### src/rtl/sync_stable_capture.sv
// Purpose: qualifies a synchronized bus value once it has held unchanged for STABLE_CYCLES samples, then presents it once.
// Latency: out_valid asserts after the edge STABLE_CYCLES+1 edges past the first sample of a new value.
// Backpressure: out_valid/out_data hold until out_ready; a blocked stable value is superseded by a newer one.
// Optional: define SYNC_STABLE_CAPTURE_DROP_CNT_EN to add the drop_cnt output (superseded qualified values).
module sync_stable_capture #(
  parameter int DATA_WIDTH    = 32,
  parameter int STABLE_CYCLES = 4
) (
  input  logic                  clk,
  input  logic                  rst,
  input  logic [DATA_WIDTH-1:0] d_in,
  output logic [DATA_WIDTH-1:0] out_data,
  output logic                  out_valid,
  input  logic                  out_ready
`ifdef SYNC_STABLE_CAPTURE_DROP_CNT_EN
  ,
  output logic [7:0]            drop_cnt
`endif
);

  localparam int            CW      = $clog2(STABLE_CYCLES + 1);
  localparam logic [CW-1:0] CNT_MAX = CW'(STABLE_CYCLES);

  logic [DATA_WIDTH-1:0] d_q;
  logic [CW-1:0]         cnt;
  logic [DATA_WIDTH-1:0] last_cap;
  logic                  first;

  logic changed;
  logic stable;
  logic fresh;
  logic can_take;
  logic capture;

  // Qualification and capture decisions, all from registered state except the change detect.
  always_comb begin
    changed  = 1'b0;
    stable   = 1'b0;
    fresh    = 1'b0;
    can_take = 1'b0;
    capture  = 1'b0;
    changed  = (d_in != d_q);
    stable   = (cnt == CNT_MAX);
    // The very first value after reset is always new, even when it equals the reset value of last_cap.
    fresh    = first || (d_q != last_cap);
    // Zero-bubble: a value may be loaded in the same edge the consumer takes the current one.
    can_take = !out_valid || out_ready;
    capture  = stable && fresh && can_take;
  end

  // Sample register: one-cycle-old copy of the input for change detection.
  always_ff @(posedge clk) begin
    if (rst) begin
      d_q <= '0;
    end else begin
      d_q <= d_in;
    end
  end

  // Run-length counter of consecutive matching samples, saturating at STABLE_CYCLES.
  always_ff @(posedge clk) begin
    if (rst) begin
      cnt <= '0;
    end else if (changed) begin
      cnt <= '0;
    end else if (cnt != CNT_MAX) begin
      cnt <= cnt + 1'b1;
    end
  end

  // Output register and duplicate-suppression state; a capture wins over the valid drop.
  always_ff @(posedge clk) begin
    if (rst) begin
      out_data  <= '0;
      out_valid <= 1'b0;
      last_cap  <= '0;
      first     <= 1'b1;
    end else if (capture) begin
      out_data  <= d_q;
      out_valid <= 1'b1;
      last_cap  <= d_q;
      first     <= 1'b0;
    end else if (out_valid && out_ready) begin
      out_valid <= 1'b0;
    end
  end

`ifdef SYNC_STABLE_CAPTURE_DROP_CNT_EN
  logic dropped;

  // A qualified new value is lost when it is blocked by the consumer and the input moves on.
  always_comb begin
    dropped = 1'b0;
    dropped = stable && fresh && out_valid && !out_ready && changed;
  end

  // Saturating count of superseded qualified values.
  always_ff @(posedge clk) begin
    if (rst) begin
      drop_cnt <= '0;
    end else if (dropped && (drop_cnt != 8'hFF)) begin
      drop_cnt <= drop_cnt + 8'd1;
    end
  end
`endif

endmodule

### config.mk
export PLATFORM = sky130hd
export DESIGN_NAME = sync_stable_capture
export DESIGN_NICKNAME = d
export VERILOG_FILES = /design/src/rtl/sync_stable_capture.sv
export SDC_FILE = /design/constraint.sdc
export NUM_CORES = 1
export LEC_CHECK = 0
export ABC_AREA = 1
export CAP_MARGIN = 20
export CORE_UTILIZATION = 52
export DETAILED_ROUTE_END_ITERATION = 6
export DONT_BUFFER_PORTS = 1
export HOLD_SLACK_MARGIN = 0.12
export PLACE_DENSITY_LB_ADDON = 0.2
export SETUP_SLACK_MARGIN = 0.05
export SYNTH_ARGS = -nofsm -noshare
export SYNTH_HDL_FRONTEND = slang
export SYNTH_SLANG_ARGS = --single-unit
### constraint.sdc
create_clock -name clk -period 2.57 [get_ports clk]
set_clock_uncertainty 0.1 [all_clocks]
set_input_delay 0.3855 -clock clk [delete_from_list [all_inputs] [get_ports clk]]
set_output_delay 0.3855 -clock clk [all_outputs]
set_load 0.05 [all_outputs]
==> results.cfg, run 1 <==
[placement]
dp_slack_ns = 0.444
place.gp.congestion = 0.852
dp_hpwl_um = 6350
port_buffers = 0

[job]
drv_cap = 0

[critical_path]
crit_buf_inv = 2
critPathTopFamily = simple AND/OR/NAND/NOR gates
worst-setup-path-type = flip-flop to flip-flop
critPathSlowestCell = nand3_4
path_cells = inv_1 -> nand2_1 -> o21ai_0 -> a21oi_1 -> nand3_1 -> nor2_1 -> nand2_4 -> nand3_4 -> nand2_1 -> inv_1 -> nor2_1
start_kind = flip-flop
end_kind = flip-flop
max_stage_delay_ns = 0.41
crit_fanout = 34
required_ns = 2.71
crit_arrival_ns = 2.34

[clocking]
cts_buffers = 9
clk_pin_slew_ns = 0.07
cts_root_buf = clkbuf_8
cts_sinks = 69
cts_tree = built
h-tree-depth = 3
worstSkewPairLatency_ns = 0.34
cts_max_path_buffers = 2
cts_resized = 0

[sta]
timing.final.hold_violations = 0
setup_slack_ns = 0.371
min_period_ns = 2.20
rsz0062_at_grt = no
worst_pin_slew_ns = 0.498
setup_violations = 0
max_slew_margin_pct = 66.7
fmax_mhz = 455
slew_violations = 0
period_share_pct = 85.6
tns_ns = 0

[power_and_ir_drop]
pwr_density_cell_mw_per_mm2 = 478
switching_share_pct = 24.8
power_switching_w = 0.000507
p_total_w = 0.00205
vdd_drop_max_uv = 321
leakage_nw = 2.14
p_seq_share_pct = 54.7
p_int_w = 0.00154
clkPwrFrac_pct = 35.1
p_comb_share_pct = 10.3

[yosys]
syn_inst = 554
seq_area_frac_synth_pct = 38.6
yosysWarnings = 0
synth_area_per_cell_um2 = 6.46
synth.distinct_cells = 26
syn-cell-area_mm2 = 0.00358
ys_ff_latch = 69
syn_nets = 591

[floorplan]
rows = 29
ios = 68
initial_core_util_pct = 55.1
core-area_mm2 = 0.00649
fp.dieW_um = 84.9
die_area_mm2 = 0.00721
die-height_um = 84.9

[global_routing]
first_global_vias = 3398
grt_usage_pct = 27.6
grt_pass1_wl_um = 15500
grt_max_degree = 35
overflow = 0
antenna_found_initial = 0

[hold_path]
hold_class = primary input to flip-flop

[finish]
drive_gt1_share_pct = 9.43
area_growth_pct = 19.9
utilization_pct = 66.0
nNetsFinal = 652
fillCellCount = 588
diodes = 0
layout_common_cells = 142 x nand2_1, 127 x inv_1, 79 x nor2_1
final_common_cell = nand2_1

[run_status]
status = complete, but fails checks
failed_checks = design-rule violations

[detailed_routing]
drt_wl_total_um = 9620
vias = 3612
drc = 4
drt-initial-drc-count = 278
post_drt_wl_per_cell_um = 13.9
avgViaCountPerCell = 5.22
detail-route-antenna-nets = 0
firstDrtPassIters = 7
through the flow:
step           hold WS [ns]  std cells  instance area [µm²]
2_1_floorplan         0.320        554                 3580
3_3_place_gp          0.334        648                 3810
3_5_place_dp          0.354        648                 3810
4_1_cts               0.216        692                 4290
5_1_grt               0.217        692                 4290
6_report              0.219        692                 4290
registers in the layout, indices dropped and copies added, names as in the netlist:
signal,cells
out_valid,1
last_cap,32
cnt,3
d_q,32
first,1
worst paths after layout:
path,startpoint,endpoint,slack [ns],cells after the start
hold / removal,rst,d_q[24],0.22,2
setup / recovery,last_cap[1],last_cap[16],0.37,11
hold reg to reg,first,first,0.37,2
setup reg to reg,last_cap[1],last_cap[16],0.37,11
routing by layer:
| metal | track usage [%] | wire (µm) | vias up |
|---|---|---|---|
| met1 | 34.7 | 4250 | 1644 |
| li1 | - | - | 1787 |
| met4 | 8.32 | 247 | 0 |
| met2 | 45.6 | 4420 | 156 |
| met5 | 0 | 0 | - |
| met3 | 8.37 | 705 | 25 |
cells by family (layout without fill, tap and decap cells):
logic type                 count (synthesis)  count (layout)  share of synthesized area [%]
and+or+nand+nor                          285             285                           34.6
buffers and inverters                    157             218                           18.3
DFF                                       69              69                           38.6
AOI/OAI and AO/OA                         28              28                           4.65
xor gates and xnor gates                  13              13                           3.18
adders and majority gates                  2               2                          0.699
synthesized netlist by cell type:
cell type    n  area (µm²)
clkinv_1     8        30.0
xor2_1      11        96.3
nor4_1       1        6.26
a21oi_1      4        20.0
nand4_1     45         282
inv_1      127         477
clkbuf_8     2        27.5
clkbuf_1    10        37.5
nand2_1    142         533
nand3_1      3        15.0
buf_8        3        45.0
nand3b_1     1        7.51
inv_2        3        11.3
nor3_1       6        30.0
nor2_2       6        37.5
buf_6        1        11.3
o21ai_0      5        25.0
o22ai_1     18         113
nor2_1      79         297
nand3_4      1        17.5
nand2_4      1        11.3
o2111ai_1    1        8.76
xnor2_1      2        17.5
dfxtp_1     69        1380
buf_2        3        15.0
ha_1         2        25.0
timing repair:
| item | CTS | global route |
|---|---|---|
| setup buffers | 0 | 0 |
| hold endpoints to repair | 33 | 0 |
| hold buffers | 33 | 0 |
power by group through the flow:
stage          Sequential, W  Clock [W]  Combinational (W)
2_1_floorplan        0.00114          0           0.000129
3_3_place_gp         0.00114          0           0.000151
3_5_place_dp         0.00114          0           0.000154
4_1_cts              0.00112   0.000732           0.000207
5_1_grt              0.00112   0.000776           0.000234
6_report             0.00112   0.000718           0.000210
cell type report:
type                    instances  area, µm²  area share [%]
clock buffers                  11        141            3.30
inverters                     138        518            12.1
multi-input cells             328       1540            35.9
flip-flops and latches         69       1380            32.2
well taps                      77       96.3            2.25
repair buffers                 69        611            14.2
(Power assumes the default switching activity.)
==> run 2: changes to the inputs <==
--- a/config.mk
+++ b/config.mk
@@ -7,7 +7,8 @@
 export LEC_CHECK = 0
 export ABC_AREA = 1
 export CAP_MARGIN = 20
-export CORE_UTILIZATION = 52
+export CORE_UTILIZATION = 45
+export CTS_BUF_LIST = sky130_fd_sc_hd__clkbuf_4
 export DETAILED_ROUTE_END_ITERATION = 6
 export DONT_BUFFER_PORTS = 1
 export HOLD_SLACK_MARGIN = 0.12
==> results.cfg, run 2 (synthesized netlist as in run 1, its figures left out) <==
[placement]
port_buffers = 0
place.gp.congestion = 0.856
dp_hpwl_um = 6780
dp_slack_ns = 0.585

[critical_path]
worst-setup-path-type = flip-flop to flip-flop
crit_arrival_ns = 2.23
path_cells = buf_4 -> inv_1 -> nand2_1 -> nand2_1 -> nand3_1 -> nor2_1 -> nand2_1 -> nor2_2 -> nand2_4 -> nand3_4 -> nand2_1 -> inv_1 -> nor2_1
critPathSlowestCell = nand3_4
start_kind = flip-flop
required_ns = 2.78
max_stage_delay_ns = 0.34
r2r_end = last_cap[31]
reg2reg_slack_ns = 0.55
crit_fanout = 34
r2r_cells = 13
end_kind = flip-flop
timing.rr.start = last_cap[30]
cpMostUsedCell = nand2_1

[global_routing]
first_global_vias = 3311
overflow = 0
grt_usage_pct = 24.4
antenna_found_initial = 0
grt_pass1_wl_um = 15800
grt_max_degree = 35

[finish]
fillCellCount = 762
nNetsFinal = 655
multi_input_area_mm2 = 0.00154
area_growth_pct = 20.8
regArea_mm2 = 0.00138
drive_gt1_share_pct = 10.3
diodes = 0
final_common_cell = nand2_1
top_regs = d_q: 32 flops, last_cap: 32 flops, cnt: 3 flops
layout_common_cells = 142 x nand2_1, 127 x inv_1, 79 x nor2_1

[detailed_routing]
vias = 3539
post_drt_wl_per_cell_um = 13.5
avgViaCountPerCell = 4.89
drt-initial-drc-count = 163
detail-route-antenna-nets = 0
firstDrtPassIters = 5
drt_wl_total_um = 9780
drc = 0

[sta]
setup_slack_ns = 0.549
rsz0062_at_grt = no
fmax_mhz = 495
period_share_pct = 78.6
max_slew_margin_pct = 70.2
min_period_ns = 2.02
timing.final.hold_violations = 0
setup_violations = 0
worst_pin_slew_ns = 0.447
slew_violations = 0
tns_ns = 0

[floorplan]
core-area_mm2 = 0.00773
die_area_mm2 = 0.00831
die-height_um = 91.2
initial_core_util_pct = 46.3
ios = 68
rows = 32
fp.dieW_um = 91.2

[hold_path]
min_from = rst
hold_class = primary input to flip-flop
hold_depth = 2
hold_path_end = d_q[1]

[clocking]
cts_tree = built
cts_root_buf = clkbuf_4
cts_buffers = 9
cts_max_path_buffers = 2
worstSkewPairLatency_ns = 0.41
cts_sinks = 69
h-tree-depth = 3
cts_setup_buffers = 0
clk_pin_slew_ns = 0.10

[power_and_ir_drop]
p_seq_share_pct = 55.9
leakage_nw = 2.15
switching_share_pct = 25.3
p_comb_share_pct = 10.6
power_switching_w = 0.000506
p_int_w = 0.00150
p_total_w = 0.00200
pwr_density_cell_mw_per_mm2 = 463
vdd_drop_max_uv = 386
clkPwrFrac_pct = 33.5

[run_status]
status = completed

[job]
drv_cap = 0
run 2: cell count changes in the layout (fill, tap and decap cells not counted):
cell       before  now
clkbuf_8       10    0
clkbuf_1        1    0
clkinv_2        0    1
clkbuf_4        0   11
clkinv_1        8    9
buf_4          36   39
bufinv_16       0    1
run 2: worst max path at each step:
stage / from / end / slack (ns) / depth (start not counted)
2_1_floorplan: last_cap[1] / last_cap[25] / 0.66 / 12
3_3_place_gp: d_q[5] / last_cap[25] / 0.61 / 11
3_5_place_dp: last_cap[30] / last_cap[10] / 0.58 / 13
4_1_cts: last_cap[30] / last_cap[10] / 0.56 / 13
5_1_grt: last_cap[30] / last_cap[26] / 0.36 / 13
6_report: last_cap[30] / last_cap[31] / 0.55 / 13
run 2: per-layer routing:
layer	wire length (µm)	global-route usage, %	vias up
met5	0	0	-
met4	86	5.56	0
met3	630	6.28	11
met2	4700	41.7	114
met1	4360	30.8	1611
li1	-	-	1803
run 2: power groups by stage:
stage               Clock (W)  Combinational, W  Sequential [W]
finish               0.000670          0.000212         0.00112
global route         0.000733          0.000237         0.00112
CTS                  0.000688          0.000212         0.00112
detailed placement          0          0.000159         0.00114
global placement            0          0.000157         0.00114
floorplan                   0          0.000129         0.00114
run 2: repair_timing:
item                      4_1_cts  5_1_grt
hold endpoints to repair       33        0
hold buffers                   33        0
resized for setup               0        0
run 2: final cells by class:
cell class              instances  share of cell area (%)
clock buffers                  11                    1.91
clock inverters                 3                   0.897
inverters                     138                    12.0
multi-input cells             328                    35.7
flip-flops and latches         69                    32.0
well taps                     102                    2.95
repair buffers                 72                    14.6
run 2: stage by stage:
stage	utilization (%)	cell area (µm²)	hold WS, ns	std cells
finish	55.9	4320	0.148	723
global route	55.9	4320	0.133	723
CTS	55.9	4320	0.123	723
detailed placement	50.0	3860	0.335	676
global placement	50.0	3860	0.332	676
floorplan	-	3580	0.320	554
run 2: critical path, delay by kind of cell, from the launching register on:
kind | cells | cell delay, ns
flip-flops | 1 | 0.31
buffers and inverters | 3 | 0.34
AND/OR/NAND/NOR | 10 | 1.16
